`src/rtl/cpu_types_pkg.sv`:
```
// Shared fetch/decode types: skid-buffer state encoding and the payload record
// whose packed width sets the default pipeline-stage width.
package cpu_types_pkg;

    typedef enum logic [1:0] {
        EMPTY = 2'd0,
        ONE   = 2'd1,
        TWO   = 2'd2
    } buf_state_e;

    typedef struct packed {
        logic [31:0] instr;
        logic [31:0] pc;
        logic [31:0] pcplusfour;
    } fd_payload_t;

    localparam int unsigned FD_WIDTH = $bits(fd_payload_t);

endpackage

```
`src/rtl/pipe_stage_buf.sv`:
```
// Two-entry skid buffer between fetch and decode. in_ready depends on the state
// only, so there is no combinational path from out_ready back to in_ready.
module pipe_stage_buf
    import cpu_types_pkg::*;
#(
    parameter int unsigned      WIDTH  = FD_WIDTH,
    parameter logic [WIDTH-1:0] BUBBLE = '0
) (
    input  logic             CLK,
    input  logic             RST,
    input  logic             flush,
    input  logic             in_valid,
    output logic             in_ready,
    input  logic [WIDTH-1:0] in_data,
    output logic             out_valid,
    input  logic             out_ready,
    output logic [WIDTH-1:0] out_data,
    output logic [1:0]       occupancy
);

    buf_state_e       state_q, state_d;
    logic [WIDTH-1:0] main_q, main_d;
    logic [WIDTH-1:0] skid_q, skid_d;
    logic             in_fire, out_fire;

    assign in_ready  = (state_q != TWO);
    assign out_valid = (state_q != EMPTY);
    assign out_data  = out_valid ? main_q : BUBBLE;
    assign occupancy = (state_q == TWO) ? 2'd2 : (state_q == ONE) ? 2'd1 : 2'd0;

    assign in_fire  = in_valid & in_ready;
    assign out_fire = out_valid & out_ready;

    always_comb begin
        state_d = state_q;
        main_d  = main_q;
        skid_d  = skid_q;
        if (flush) begin
            state_d = EMPTY;
        end else begin
            case (state_q)
                EMPTY: begin
                    if (in_fire) begin
                        state_d = ONE;
                        main_d  = in_data;
                    end
                end
                ONE: begin
                    case ({in_fire, out_fire})
                        2'b11: main_d = in_data;
                        2'b10: begin
                            state_d = TWO;
                            skid_d  = in_data;
                        end
                        2'b01: state_d = EMPTY;
                        default: ;
                    endcase
                end
                TWO: begin
                    // Skid entry moves up; input is blocked because in_ready=0 here.
                    if (out_fire) begin
                        state_d = ONE;
                        main_d  = skid_q;
                    end
                end
                default: state_d = EMPTY;
            endcase
        end
    end

    always_ff @(posedge CLK) begin
        if (RST) begin
            state_q <= EMPTY;
        end else begin
            state_q <= state_d;
        end
    end

    // Payload registers are masked by out_valid, so they need no reset.
    always_ff @(posedge CLK) begin
        main_q <= main_d;
        skid_q <= skid_d;
    end

endmodule

```
`config.mk`:
```
export PLATFORM = sky130hd
export DESIGN_NAME = pipe_stage_buf
export DESIGN_NICKNAME = d
export VERILOG_FILES = /design/src/rtl/cpu_types_pkg.sv /design/src/rtl/pipe_stage_buf.sv
export SDC_FILE = /design/constraint.sdc
export NUM_CORES = 1
export LEC_CHECK = 0
export ABC_AREA = 1
export BUFFER_PORTS_ARGS = -buffer_cell sky130_fd_sc_hd__buf_2
export CORE_MARGIN = 2
export CORE_UTILIZATION = 43
export CTS_CLUSTER_SIZE = 28
export DETAILED_ROUTE_END_ITERATION = 8
export GPL_ROUTABILITY_DRIVEN = 1
export PLACE_DENSITY_LB_ADDON = 0.2
export SLEW_MARGIN = 20
export SYNTH_ARGS = -nofsm -noshare
export SYNTH_HDL_FRONTEND = slang
export SYNTH_SLANG_ARGS = --single-unit
```
`constraint.sdc`:
```
create_clock -name CLK -period 18.2 [get_ports CLK]
set_clock_uncertainty 0.05 [all_clocks]
set_input_delay 1.82 -clock CLK [delete_from_list [all_inputs] [get_ports CLK]]
set_output_delay 1.82 -clock CLK [all_outputs]
set_load 0.01 [all_outputs]
```
== Word-level counts from Yosys, hierarchy flattened ==
Cells that the tools add are included.

* Register bits after elaboration: 194
* Input port bits: 101
* Output and inout bits: 100

* Equal/unequal tests: 10
* Bitwise operators: 3
* Mux-type cells: 11
* Reduce and logical (&&, ||, !) cells: 7

{| class="wikitable"
|+ Operators by type and width
! cell !! count
|-
| 2-to-1 mux 96 bit || 4
|-
| one-hot mux 96 bit (3 select lines) || 1
|-
| equality test 2 bit (second input constant) || 3
|-
| 2-to-1 mux 2 bit || 3
|-
| inequality test 2 bit (second input constant) || 3
|-
| one-hot mux 2 bit (3 select lines) || 1
|-
| AND reduction 3 bit || 2
|-
| AND reduction 5 bit || 1
|-
| equality test 2 x 1 -> 1 bit (second input constant) || 2
|-
| one-hot mux 2 bit (2 select lines) || 1
|-
| inequality test 3 x 1 -> 1 bit (second input constant) || 1
|-
| nonzero test 3 bit || 1
|-
| AND 1 bit || 2
|-
| zero test 2 bit || 1
|-
| inequality test 2 x 1 -> 1 bit (second input constant) || 1
|-
| nonzero test 2 bit || 1
|-
| OR reduction 2 bit || 1
|-
| 2-to-1 mux 1 bit || 1
|-
| NOT 1 bit || 1
|}

== Longest topological paths before layout ==
* Word-level depth: 5
* Mapped depth: 7
* Gate-level depth less buffers: 5

== Worst setup path after synthesis ==
OpenSTA, ideal clock, no wires.

* Path kind: input to register
* Start: in flush
* End: reg skid_q[0], enable pin
* Arrival: 6613 ps
* Setup slack: 10955 ps
* Required time: 17568 ps
* Buffers on the path: 0
* Cell stages on the path: 3
* Library setup time: 582 ps
* Cells stage by stage: inv_1 > nand3_1 > a21oi_1

* Word-level cells in the longest chain between the ends: 2

{| class="wikitable"
|+ Ends and longest elaborated chain
! item !! line !! RTL
|-
| start, declared || pipe_stage_buf.sv:11 || <nowiki>input logic flush,</nowiki>
|-
| NOT 1 bit (no line) || -- ||
|-
| AND reduction 3 bit (no line) || -- ||
|-
| end signal, assigned || pipe_stage_buf.sv:82 || <nowiki>skid_q <= skid_d;</nowiki>
|-
| end, declared || pipe_stage_buf.sv:23 || <nowiki>logic [WIDTH-1:0] skid_q, skid_d;</nowiki>
|}

No other way between the ends.
A chain may end at the register's enable or synchronous reset.

== Final worst setup path ==
* Start: reg state_q[1]
* End: out out_data[3]

* Word-level cells in the longest chain between the ends: 2

{| class="wikitable"
|+ Ends and longest elaborated chain
! item !! line !! RTL
|-
| start, declared || pipe_stage_buf.sv:21 || <nowiki>buf_state_e state_q, state_d;</nowiki>
|-
| start signal, assigned || pipe_stage_buf.sv:75 || <nowiki>state_q <= state_d;</nowiki>
|-
| nonzero test 2 bit || pipe_stage_buf.sv:27 || <nowiki>assign out_valid = (state_q != EMPTY);</nowiki>
|-
| 2-to-1 mux 96 bit || pipe_stage_buf.sv:28 || <nowiki>assign out_data = out_valid ? main_q : BUBBLE;</nowiki>
|-
| end, declared || pipe_stage_buf.sv:17 || <nowiki>output logic [WIDTH-1:0] out_data,</nowiki>
|}

No other way between the ends.

==> results_dict.tcl <==
set metrics [dict create \
    run_status "finished clean" \
    gp_congestion 0.7347 \
    grt_pass1_wl_mm 25.51 \
    drtPass1Iterations 5 \
    path_max_fanout 54 \
    cts_buffers 17 \
    rsz0062_at_grt "no" \
    drv_slew 0 \
    start_util_pct 43.82 \
    root_buffer "clkbuf_16" \
    stdcell_count 1170 \
    cp_top_family "buffers and inverters" \
    synthTopCellsByArea "edfxtp_1 (73%), nand2_1 (14%), nor2_1 (4.9%)" \
    worstSetupPathType "reg -> out" \
    cp.required_ns 16.33 \
    cts_tree "done" \
    clock-sinks 194 \
    power.leakage_nw 4.648 \
    fin_ws_ns 14.13 \
    finalWirelength_mm 15.89 \
    max_stage_delay_ns 0.58 \
    power.density_mw_per_mm2 97.62 \
    worst_hold_path_type "reg -> reg" \
    antenna_left 0 \
    min_period_over_period_pct 22.34 \
    crit_slowest_cell "buf_4" \
    num_rows 49 \
    wl_per_cell_um 13.58 \
    core_area_mm2 0.01796 \
    cap_violations 0 \
    mostFrequentLayoutCells "nand2_1 (295), buf_2 (200), edfxtp_1 (192)" \
    yosysSeqAreaShare_pct 73.76 \
    syn_area_mm2 0.007871 \
    avgSynthCellArea_um2 10.75 \
    mostFrequentLayoutCell "nand2_1" \
    post-place-ws_ns 13.85 \
    finalSetupViolations 0 \
    ioPinCount 201 \
    dieArea_mm2 0.01940 \
    gr-total-overflow 0 \
    synth_top_cell_by_area "edfxtp_1" \
    diodes 0 \
    path_buf_inv 2 \
    fp.dieW_um 139.3 \
    clk_pin_slew_worst_paths_ns 0.06 \
    drive_gt1_share_pct 25.50 \
    placed_cells 1136 \
    worst_pin_slew_ns 1.039 \
    first_global_vias 5067 \
    netlist_instances 732 \
    grt_max_degree 97 \
    period_needed_ns 4.066 \
    hpwl_mm 9.979 \
    peakVddDrop_mv 0.06620 \
    clk_latency_ns 0.42 \
    synth.distinct_cells 14 \
    htree_levels 4 \
    postLayoutCellArea_mm2 0.009724 \
    vias 5190 \
    relSlewSlack_pct 30.73 \
    gr-usage-all-layers_pct 16.72 \
    die_h_um 139.3 \
    startpoint_type "register" \
    cts_setup_buffers 0 \
    port_buffers 200 \
    hold_viol_final 0 \
    ys_ff_latch 194 \
    place_area_mm2 0.009080 \
    clock.fmax_ghz 0.2460 \
    arrival_ns 2.20 \
    finalSetupTns_ns 0 \
    synth_nets 833 \
    clk_path_buf_depth 2 \
    cts_resized 0 \
    path_cells "nor2_4 -> buf_4 -> nor2_1 -> buf_2" \
    drc 0 \
    cts_hold_buf 0 \
    fin_hold_ws_ns 0.4540 \
    final_nets 1029 \
    antenna_found_initial 2 \
    synth-warning-count 0 \
    drt_iter0_drc 298 \
    worstSetupEndpointType "output port" \
    vias_per_cell 4.436 \
    syn2layout_area_growth_pct 23.54 \
    synth_top_area_share_pct 73.25 \
]
==> worst paths after layout <==
kind	startpoint	end	depth (start not counted)	slack, ns
max	state_q[1]$_SDFFE_PP0P_	out_data[3]	4	14.13
min	skid_q[63]$_DFFE_PP_	main_q[63]$_DFFE_PP_	2	0.45
max reg2reg	state_q[1]$_SDFFE_PP0P_	main_q[80]$_DFFE_PP_	6	14.89
min reg2reg	skid_q[63]$_DFFE_PP_	main_q[63]$_DFFE_PP_	2	0.45
==> registers in the layout (all words and copies together) (netlist names) <==
signal	count
main_q	96
skid_q	96
state_q	2
==> metrics by stage <==
stage | utilization (%) | total power, mW
3_5_place_dp | 50.55 | 0.5849
2_1_floorplan | - | 0.5559
6_report | 54.13 | 0.9493
4_1_cts | 53.83 | 0.9608
5_1_grt | 54.13 | 0.9844
3_3_place_gp | 50.55 | 0.5839
==> metal layers <==
metal,GRT usage [%],up-vias,share of wire (%)
li1,-,2678,-
met1,22.51,2344,45
met2,26.93,149,48
met3,4.508,15,5.9
met4,4.838,4,0.91
met5,0,-,0.16
==> cell families (layout without fill, tap and decap cells) <==
| kind of cell | count (synthesis) | in the layout | share of synthesized area [%] |
|---|---|---|---|
| AND/OR/NAND/NOR | 403 | 403 | 19.35 |
| flip-flops | 194 | 194 | 73.76 |
| buffers and inverters | 133 | 342 | 6.772 |
| AO/OA/AOI/OAI | 2 | 2 | 0.1272 |
==> where the power goes <==
group | total (mW) | internal (mW) | leakage [nW] | switching (mW)
Combinational | 0.0614 | 0.0230 | 2.58 | 0.0383
Sequential | 0.513 | 0.510 | 1.79 | 0.00365
Clock | 0.374 | 0.216 | 0.281 | 0.158
==> final cells by class <==
type	count	area, um^2
fill	1616	8239
sequential	194	5806
multi-input combinational	405	1562
timing repair buffer	207	1094
clock buffer	19	432.9
inverter	103	387.9
tap	229	286.5
clock inverter	13	156.4
==> cells in the mapped netlist <==
library cell,number
nor2_1,102
edfxtp_1,192
inv_1,101
clkbuf_1,12
buf_2,12
dfxtp_1,2
nand2_2,1
nand3_1,4
inv_2,2
a21oi_1,2
buf_1,1
nor2_2,1
buf_4,5
nand2_1,295
==> worst reg2reg max path: cells and delay by family, from the launching register on <==
kind                   cells  cell delay (ns)
and+or+nand+nor            4             1.21
buffers and inverters      2             1.15
DFF                        1             0.49
Power figures use the tool's default switching activity.
